File: config.mk
export PLATFORM = sky130hd
export DESIGN_NAME = char_stream_fifo_flat
export DESIGN_NICKNAME = d
export VERILOG_FILES = /design/src/rtl/char_stream_fifo_pkg.sv /design/src/rtl/char_stream_fifo_if.sv /design/src/rtl/char_stream_rd_fsm.sv /design/src/rtl/char_stream_fifo.sv /design/src/flat_wrapper.sv
export SDC_FILE = /design/constraint.sdc
export NUM_CORES = 1
export LEC_CHECK = 0
export BUFFER_PORTS_ARGS = -buffer_cell sky130_fd_sc_hd__buf_4
export CAP_MARGIN = 25
export CORE_ASPECT_RATIO = 0.7
export CORE_MARGIN = 10
export CORE_UTILIZATION = 40
export CTS_CLUSTER_SIZE = 16
export DETAILED_ROUTE_END_ITERATION = 8
export GPL_TIMING_DRIVEN = 0
export SLEW_MARGIN = 20
export SYNTH_ARGS = -nofsm -noshare
export SYNTH_HDL_FRONTEND = slang
export SYNTH_SLANG_ARGS = --single-unit
File: constraint.sdc
create_clock -name clk -period 3.1 [get_ports clk]
set_input_delay 0.465 -clock clk [delete_from_list [all_inputs] [get_ports clk]]
set_output_delay 0.465 -clock clk [all_outputs]
set_load 0.01 [all_outputs]
File: src/rtl/char_stream_fifo_pkg.sv
// Shared definitions for the G-code character stream FIFO.
// Holds the default depth, the read-FSM state encoding and the ASCII
// lowercase bounds used by the optional case fold
// (enabled with CHAR_STREAM_TO_UPPER_EN).
package char_stream_fifo_pkg;

  // Default number of byte entries; must be a power of two and at least 2.
  localparam int CHAR_STREAM_DEPTH = 16;

  // Lowercase ASCII range 'a'..'z'.
  localparam logic [7:0] ASCII_LOWER_A = 8'h61;
  localparam logic [7:0] ASCII_LOWER_Z = 8'h7A;

  // Read handshake states: idle and accepting, popping, reporting completion.
  typedef enum logic [1:0] {
    RD_IDLE = 2'd0,
    RD_POP  = 2'd1,
    RD_DONE = 2'd2
  } rd_state_t;

  // Map 'a'..'z' onto 'A'..'Z' by clearing bit 5; other bytes pass through.
  function automatic logic [7:0] fold_upper(input logic [7:0] ch);
    logic [7:0] folded;
    folded = ch;
    if (ch >= ASCII_LOWER_A && ch <= ASCII_LOWER_Z) begin
      folded = ch & 8'hDF;
    end
    return folded;
  endfunction

endpackage : char_stream_fifo_pkg

File: src/rtl/char_stream_fifo_if.sv
// Handshake bundle between the serial receive path / parser and the
// character stream FIFO. The slave modport is the FIFO side; the master
// modport is the side that writes bytes, requests pops and flushes.
interface char_stream_fifo_if;
  import char_stream_fifo_pkg::*;

  logic       wr_trigger;
  logic [7:0] wr_data;
  logic       is_full;
  logic       rd_trigger;
  logic       rd_rdy;
  logic       rd_done;
  logic       is_empty;
  logic [7:0] char_out;
  logic       flush;
  logic       overflow;
  logic       underflow;

  modport slave (
    input  wr_trigger, wr_data, rd_trigger, flush,
    output is_full, rd_rdy, rd_done, is_empty, char_out, overflow, underflow
  );

  modport master (
    output wr_trigger, wr_data, rd_trigger, flush,
    input  is_full, rd_rdy, rd_done, is_empty, char_out, overflow, underflow
  );

endinterface : char_stream_fifo_if

File: src/rtl/char_stream_rd_fsm.sv
// Read handshake state machine for the character stream FIFO.
// A trigger accepted in IDLE leads to one POP cycle and one DONE cycle, so
// pops are spaced at least three enabled cycles apart. The FSM never looks
// at flush: an accepted trigger always produces its rd_done pulse, and the
// storage side decides whether the pop actually removes a byte.
module char_stream_rd_fsm
  import char_stream_fifo_pkg::*;
(
  input  logic clk,
  input  logic reset,
  input  logic clk_en,
  input  logic rd_trigger,
  output logic rd_rdy,
  output logic rd_done,
  output logic pop_en
);

  rd_state_t state_q;
  rd_state_t state_d;

  // State register; a low clock enable freezes the state and therefore the
  // rd_done level.
  always_ff @(posedge clk or negedge reset) begin
    if (!reset) begin
      state_q <= RD_IDLE;
    end else if (clk_en) begin
      state_q <= state_d;
    end
  end

  // Next-state and Moore outputs of the read handshake.
  always_comb begin
    state_d = state_q;
    rd_rdy  = 1'b0;
    rd_done = 1'b0;
    pop_en  = 1'b0;
    unique case (state_q)
      RD_IDLE: begin
        rd_rdy = 1'b1;
        if (rd_trigger) begin
          state_d = RD_POP;
        end
      end
      RD_POP: begin
        pop_en  = 1'b1;
        state_d = RD_DONE;
      end
      RD_DONE: begin
        rd_done = 1'b1;
        state_d = RD_IDLE;
      end
      default: begin
        state_d = RD_IDLE;
      end
    endcase
  end

endmodule : char_stream_rd_fsm

File: src/rtl/char_stream_fifo.sv
// Byte FIFO buffering G-code characters between the serial receiver and
// the parser's subparsers. Storage, pointers, occupancy count, sticky
// error flags and the popped character live here; the read handshake is
// in char_stream_rd_fsm.
// Optional feature: define CHAR_STREAM_TO_UPPER_EN to fold 'a'..'z' to
// uppercase as bytes are written.
// The active-low reset asserts asynchronously; its release must be
// synchronous to clk.
module char_stream_fifo
  import char_stream_fifo_pkg::*;
#(
  parameter int DEPTH    = CHAR_STREAM_DEPTH,
  parameter int PTR_BITS = $clog2(DEPTH)
) (
  input  logic                   clk,
  input  logic                   reset,
  input  logic                   clk_en,
  char_stream_fifo_if.slave      bus
);

  localparam logic [PTR_BITS:0]   CNT_ONE  = 1;
  localparam logic [PTR_BITS:0]   CNT_FULL = DEPTH[PTR_BITS:0];
  localparam logic [PTR_BITS-1:0] PTR_ONE  = 1;

  logic [7:0]          mem [DEPTH];
  logic [PTR_BITS-1:0] wr_ptr;
  logic [PTR_BITS-1:0] rd_ptr;
  logic [PTR_BITS:0]   count;
  logic [7:0]          char_q;
  logic                overflow_q;
  logic                underflow_q;

  logic                full;
  logic                empty;
  logic                pop_en;
  logic                write_ok;
  logic                pop_ok;
  logic [7:0]          store_data;

  char_stream_rd_fsm u_rd_fsm (
    .clk        (clk),
    .reset      (reset),
    .clk_en     (clk_en),
    .rd_trigger (bus.rd_trigger),
    .rd_rdy     (bus.rd_rdy),
    .rd_done    (bus.rd_done),
    .pop_en     (pop_en)
  );

  // Occupancy flags come straight from the count of the current cycle, so
  // a same-cycle pop never makes room for a write into a full FIFO.
  always_comb begin
    full     = (count == CNT_FULL);
    empty    = (count == '0);
    write_ok = bus.wr_trigger && !full && !bus.flush;
    pop_ok   = pop_en && !empty && !bus.flush;
  end

  // Byte as it will be stored, optionally folded to uppercase.
  always_comb begin
`ifdef CHAR_STREAM_TO_UPPER_EN
    store_data = fold_upper(bus.wr_data);
`else
    store_data = bus.wr_data;
`endif
  end

  // Storage array; contents need no reset because the count guards reads.
  always_ff @(posedge clk) begin
    if (clk_en && write_ok) begin
      mem[wr_ptr] <= store_data;
    end
  end

  // Pointers and count; flush empties the FIFO and beats any write or pop.
  always_ff @(posedge clk or negedge reset) begin
    if (!reset) begin
      wr_ptr <= '0;
      rd_ptr <= '0;
      count  <= '0;
    end else if (clk_en) begin
      if (bus.flush) begin
        wr_ptr <= '0;
        rd_ptr <= '0;
        count  <= '0;
      end else begin
        if (write_ok) begin
          wr_ptr <= wr_ptr + PTR_ONE;
        end
        if (pop_ok) begin
          rd_ptr <= rd_ptr + PTR_ONE;
        end
        if (write_ok && !pop_ok) begin
          count <= count + CNT_ONE;
        end else if (pop_ok && !write_ok) begin
          count <= count - CNT_ONE;
        end
      end
    end
  end

  // Popped character; it holds through empty pops and flushes so the
  // consumer always sees the last real byte.
  always_ff @(posedge clk or negedge reset) begin
    if (!reset) begin
      char_q <= 8'h00;
    end else if (clk_en && pop_ok) begin
      char_q <= mem[rd_ptr];
    end
  end

  // Sticky error flags; only reset or flush clears them.
  always_ff @(posedge clk or negedge reset) begin
    if (!reset) begin
      overflow_q  <= 1'b0;
      underflow_q <= 1'b0;
    end else if (clk_en) begin
      if (bus.flush) begin
        overflow_q  <= 1'b0;
        underflow_q <= 1'b0;
      end else begin
        if (bus.wr_trigger && full) begin
          overflow_q <= 1'b1;
        end
        if (pop_en && empty) begin
          underflow_q <= 1'b1;
        end
      end
    end
  end

  assign bus.is_full   = full;
  assign bus.is_empty  = empty;
  assign bus.char_out  = char_q;
  assign bus.overflow  = overflow_q;
  assign bus.underflow = underflow_q;

  // The occupancy count can never exceed the storage depth.
  a_count_bound : assert property (
    @(posedge clk) disable iff (!reset) count <= CNT_FULL
  );

  // Full and empty are mutually exclusive for any legal depth.
  a_full_empty_excl : assert property (
    @(posedge clk) disable iff (!reset) !(full && empty)
  );

endmodule : char_stream_fifo
File: src/flat_wrapper.sv
// flat-port wrapper written by rule: the top's interface ports become plain ports
module char_stream_fifo_flat import char_stream_fifo_pkg::*;
#(
  parameter int DEPTH    = CHAR_STREAM_DEPTH,
  parameter int PTR_BITS = $clog2(DEPTH)
)
  (clk, reset, clk_en, bus_wr_trigger, bus_wr_data, bus_rd_trigger, bus_flush, bus_is_full, bus_rd_rdy, bus_rd_done, bus_is_empty, bus_char_out, bus_overflow, bus_underflow);
  char_stream_fifo_if bus_i ();
  input  logic clk;
  input  logic reset;
  input  logic clk_en;
  input wire logic [$bits(bus_i.wr_trigger)-1:0] bus_wr_trigger;
  input wire logic [$bits(bus_i.wr_data)-1:0] bus_wr_data;
  input wire logic [$bits(bus_i.rd_trigger)-1:0] bus_rd_trigger;
  input wire logic [$bits(bus_i.flush)-1:0] bus_flush;
  output wire logic [$bits(bus_i.is_full)-1:0] bus_is_full;
  output wire logic [$bits(bus_i.rd_rdy)-1:0] bus_rd_rdy;
  output wire logic [$bits(bus_i.rd_done)-1:0] bus_rd_done;
  output wire logic [$bits(bus_i.is_empty)-1:0] bus_is_empty;
  output wire logic [$bits(bus_i.char_out)-1:0] bus_char_out;
  output wire logic [$bits(bus_i.overflow)-1:0] bus_overflow;
  output wire logic [$bits(bus_i.underflow)-1:0] bus_underflow;
  assign bus_i.wr_trigger = bus_wr_trigger;
  assign bus_i.wr_data = bus_wr_data;
  assign bus_i.rd_trigger = bus_rd_trigger;
  assign bus_i.flush = bus_flush;
  assign bus_is_full = bus_i.is_full;
  assign bus_rd_rdy = bus_i.rd_rdy;
  assign bus_rd_done = bus_i.rd_done;
  assign bus_is_empty = bus_i.is_empty;
  assign bus_char_out = bus_i.char_out;
  assign bus_overflow = bus_i.overflow;
  assign bus_underflow = bus_i.underflow;
  char_stream_fifo #(.DEPTH(DEPTH), .PTR_BITS(PTR_BITS)) u_core (.clk(clk), .reset(reset), .clk_en(clk_en), .bus(bus_i));
endmodule
# --- Word level (Yosys, flattened, before mapping) ---
# Memory sizes are Yosys's and may differ from the RTL's. A register that Yosys moved wholly into a read port is not among the register bits.
# Cells that the tools add are included.
word_totals:
  ram_bits: 128
  wordCells: 62
  in_bits: 14
  latch_bits: 0
  out_inout_bits: 14
  ff_bits: 17
  rom_bits: 0
  mem_count: 1
op_classes:
  bitwise: 0
  n_reduce_logical: 29
  addsub: 4
  n_lt_le_gt_ge: 0
  n_div: 0
  mul: 0
  eq_ne: 4
  n_mux: 18
  shift: 0
memory_table:
  columns: ["name", "words", "width", "read_ports", "rd_clocked_by_memory_dff", "write_ports", "line_no", "source"]
  rows:
  - ["u_core.mem", 16, 8, 1, 1, 1, "char_stream_fifo.sv:25", "logic [7:0] mem [DEPTH];"]
ops:
  columns: ["cell", "count"]
  rows:
  - ["4-bit two-way mux", 4]
  - ["5-bit two-way mux", 3]
  - ["2-bit AND reduction", 6]
  - ["1-bit logical AND", 10]
  - ["1-bit two-way mux", 9]
  - ["4-bit by 1-bit adder with 4-bit output, second input constant", 2]
  - ["2-bit nonzero test", 4]
  - ["1-bit logical NOT", 6]
  - ["5-bit by 1-bit adder with 5-bit output, second input constant", 1]
  - ["5-bit equality test, second input constant", 1]
  - ["5-bit logical NOT", 1]
  - ["5-bit by 1-bit subtractor with 5-bit output, second input constant", 1]
  - ["2-bit one-hot mux with 2 select lines", 1]
  - ["3-bit nonzero test", 1]
  - ["2-bit by 1-bit equality test with 1-bit output, second input constant", 1]
  - ["2-bit equality test, second input constant", 1]
  - ["2-bit logical NOT", 1]
  - ["2-bit two-way mux", 1]
  - ["2-bit inequality test, second input constant", 1]

# --- Logic depth before layout (Yosys ltp) ---
depth:
  depth_word: 9
  ltp_mapped: 10
  depth_no_buf: 9

# --- By module ---
# A second synthesis with hierarchy kept.
hier_totals:
  cells_unflattened: 326
  hier_area_um2: 6383.6
modules_own_cells:
  columns: ["module", "instances", "area_per_inst_um2", "cells_each"]
  rows:
  - ["char_stream_fifo", 1, 6283.5, 318]
  - ["char_stream_rd_fsm", 1, 100.1, 8]

# --- Worst setup path after synthesis ---
# OpenSTA, ideal clock, no wires.
synth_path:
  path_type: "register to register"
  start: "register u_core.count[0]"
  end: "register u_core.count[4]"
  path_buffers: 1
  path_stages_with_launch: 11
  required_time_ps: 2966
  setup_slack_ps: 489
  setup_time_ps: 134
  period_less_slack_ps: 2611
  arrival_time_ps: 2478
  path_cell_list: "dfrtp_1 or4_1 buf_2 nand2_1 nand3b_1 fa_1 nand3_1 nand2_1 a32oi_1 mux2i_1 o21ai_0"
synth_between:
  elab_chain_len: 8
  word_cells_on_any_way: 19
  cone_classes: "2 x add/sub; 1 x eq/ne; 3 x mux; 13 x reduce/logical"
synth_lines:
  columns: ["item", "line_no", "source"]
  rows:
  - ["start: declaration", "char_stream_fifo.sv:28", "logic [PTR_BITS:0] count;"]
  - ["start signal: assignment", "char_stream_fifo.sv:94", "count <= count + CNT_ONE;"]
  - ["start signal: assignment", "char_stream_fifo.sv:96", "count <= count - CNT_ONE;"]
  - ["parallel branches: the longest is 8 deep, another holds 5-bit by 1-bit subtractor with 5-bit output", null, null]
# Several ways; the timed one is not identified. The select of a mux whose other input is x is not followed.
# A chain may end at the register's enable or synchronous reset.

# --- Worst setup path after layout ---
# Ends and elaborated chain as after synthesis.

==> flow_summary.toml <==
[logic_synthesis]
ys_types = 39
synth.top_cell.area_share_pct = 60.3
ys_seq_area_share_pct = 70.1
synthMuxAreaShare_pct = 14.5
synth-simple-area-share_pct = 5.50
synth_area_per_cell_um2 = 17.8
ys.warnings.count = 0
synth_edf_count = 128
yosys.area.top_type = "edfxtp_1"
synth_compound_area_share_pct = 5.50
synth_top_family_by_area = "multiplexers"
netlist_top_cells_count = "edfxtp_1 (128), mux4_2 (32), dfrtp_1 (25)"
ys.flop_type = "edfxtp_1"
netlist_instances = 358
synth-seq-cells = 153
async_flop_share_pct = 16.3
synth_most_common_cell = "edfxtp_1"
synth_xor_area_share_pct = 0.412
synth_area_mm2 = 0.00637
syn_nets = 382
synthAdderAreaFrac_pct = 2.08
synthTopCellsByArea = "edfxtp_1 (60%), mux4_2 (11%), dfrtp_1 (9.8%)"

[placed_design]
dp_hpwl_mm = 9.57
io_buffers = 25
gp_congestion = 0.788

[grt]
antenna_found_initial = 0
gr-usage-all-layers_pct = 13.6
overflow = 0
grt_pass1_vias = 3465
grt_max_degree = 26
grt_pass1_wl_mm = 21.5

[worst_setup_path]
r2r_end = "u_core.count[4]"
crit_buf_inv = 1
crit_top_cell = "nand2_1"
cpMaxStageDelayCell = "or4_1"
crit_required_ns = 3.39
worstSetupStartpointType = "register"
cpPeakStageDelay_ns = 0.55
arrival_ns = 3.19
path_depth = 10
path_class = "reg2reg"
path_max_fanout = 7
cp-end-kind = "register"
crit_family = "simple AND/OR/NAND/NOR gates"
r2r_slack_ns = 0.20
rr_worst_depth = 10
worstPathCellList = "or4_1, buf_2, nand2_1, nand3b_1, fa_1, nand3_1, nand2_1, a32oi_1, mux2i_1, o21ai_0"
reg2reg_from = "u_core.count[0]"

[timing]
fin_hold_ws_ns = 0.322
finalCriticalPeriod_ns = 2.90
max_slew_margin_pct = 42.6
hold_viol = 0
fin_tns_setup_ns = 0
finalSetupViolations = 0
worst_slew_pin_slew_ns = 0.857
skew_ns = 0.00842
finalCritPeriodShare_pct = 93.4
fmax_ghz = 0.345
drv_slew = 0

[drt]
initialDrtViolationCount = 302
ant_nets = 0
routed_via_density = 5.52
wire_per_inst_um = 23.0
dr.pass1.iters = 4
wirelength_mm = 14.2
post-route-drc-count = 0
via_count = 3405

[die]
initial_core_util_pct = 41.0
ios = 28
die-area_mm2 = 0.0215
fp.dieW_um = 171
num_rows = 38
design.core.area_mm2 = 0.0155
die_y_um = 126

[hold_path]
hold_class = "in2reg"
min-delay-start = "bus_rd_trigger"
min_path_cells = 3
worstHoldEndpoint = "u_core.u_rd_fsm.state_q[0]"

[clock_tree]
tritoncts = "built"
numCtsBuffers = 17
insertion_delay_ns = 0.42
cts_resized = 0
h-tree-depth = 4
clk_pin_slew_worst_paths_ns = 0.07
clk_path_buf_depth = 2
cts-root-buf = "clkbuf_16"
cts.sinks = 153

[final_layout]
area_delta_synth_final_pct = 16.5
drive_gt1_share_pct = 27.1
nNetsFinal = 428
multiInputGateArea_mm2 = 0.00178
diodes = 0
nFillCells = 1302
register_area_mm2 = 0.00447

[power_and_ir_drop]
p_total_mw = 5.54
powerDensity_mw_per_mm2 = 746
leakagePower_nw = 2.53
peakVddDrop_mv = 0.362

[run_status]
status = "complete, no violations"

[job]
cap_viol_max_count = 0
-- kinds of logic (layout without fill, tap and decap cells) --
family                   after synthesis  count (layout)
multiplexers                          50              50
adder cells (fa/ha/maj)               10              10
XOR/XNOR                               3               3
AO/OA/AOI/OAI                         51              51
flip-flops                           153             153
buffers and inverters                 30              89
AND/OR/NAND/NOR                       61              61
-- sequential cells by signal, indices dropped and copies added, names as in the netlist --
register,cells
u_core.bus.char_out,8
u_core.bus.overflow,1
u_core.count,5
u_core.bus.underflow,1
u_core.u_rd_fsm.state_q,2
u_core.wr_ptr,4
u_core.mem,128
u_core.rd_ptr,4
-- report_power, final --
group          switching, mW  leakage (nW)  internal, mW  total [mW]
Combinational          0.504         0.771         0.469       0.974
Sequential             0.126          1.47          2.36        2.49
Clock                  0.872         0.286          1.21        2.08
-- tightest hold or removal path, delay by kind of cell --
kind / cells / cell delay (ns)
buffers and inverters: 1 / 0.11
AND/OR/NAND/NOR: 1 / 0.07
multiplexers: 1 / 0.06
-- layout by cell type (no fill, tap or decap), types with 2 or more instances in the layout --
cell and instances:
buf_2 5, xnor2_1 3, a211oi_1 8, nor2b_1 10
mux4_2 32, clkinv_4 3, edfxtp_1 128, clkbuf_16 17
bufinv_16 2, a21oi_1 16, clkbuf_1 14, clkinvlp_4 2
inv_6 4, inv_8 2, mux2_2 11, and3_1 4
a22o_1 3, nand2_1 5, mux2i_1 5, o21ai_0 4
dfrtp_1 25, ha_1 9, nand3_1 6, nor2_1 15
and2_1 12, a31oi_1 3, o22ai_1 11, nand3b_1 2
inv_1 11, buf_4 26, mux2_4 2
-- repair_timing --
| item | 4_1_cts | 5_1_grt |
|---|---|---|
| hold buffers | 1 | 0 |
| setup endpoints to repair | 0 | 1 |
| buffers inserted | 0 | 1 |
| hold endpoints to repair | 25 | 0 |
-- per-layer routing --
layer	global-route usage, %	part of all wire, %	up-vias
li1	-	-	1516
met1	20.7	50	1777
met2	18.8	43	93
met3	2.70	5.3	19
met4	4.69	1.4	0
met5	0	0	-
-- metrics by stage --
step / instances / instance area (um^2) / util [%] / setup WS (ns)
finish: 617 / 7420 / 47.7 / 0.204
global route: 617 / 7420 / 47.7 / -0.000850
CTS: 616 / 7410 / 47.7 / 0.196
detailed placement: 583 / 6810 / 43.8 / 0.153
global placement: 583 / 6810 / 43.8 / 0.210
floorplan: 358 / 6370 / - / 0.489
-- worst max-delay path by stage --
stage / start / to / slack (ns)
6_report: u_core.count[0] / u_core.count[4] / 0.20
5_1_grt: u_core.count[0] / u_core.count[4] / -0.0008
4_1_cts: u_core.count[0] / u_core.count[4] / 0.20
3_5_place_dp: bus_flush / u_core.count[4] / 0.15
3_3_place_gp: bus_flush / u_core.count[4] / 0.21
2_1_floorplan: u_core.count[0] / u_core.count[4] / 0.49
-- cell type report --
class                           instances  area share [%]
Buffer                                 19            1.05
Clock inverter                         14            2.21
Clock buffer                           18            5.78
Timing Repair Buffer                   27            2.77
Sequential cell                       153            60.2
Tap cell                              200            3.37
Inverter                               11           0.556
Multi-Input combinational cell        175            24.0
(Power assumes the default switching activity.)
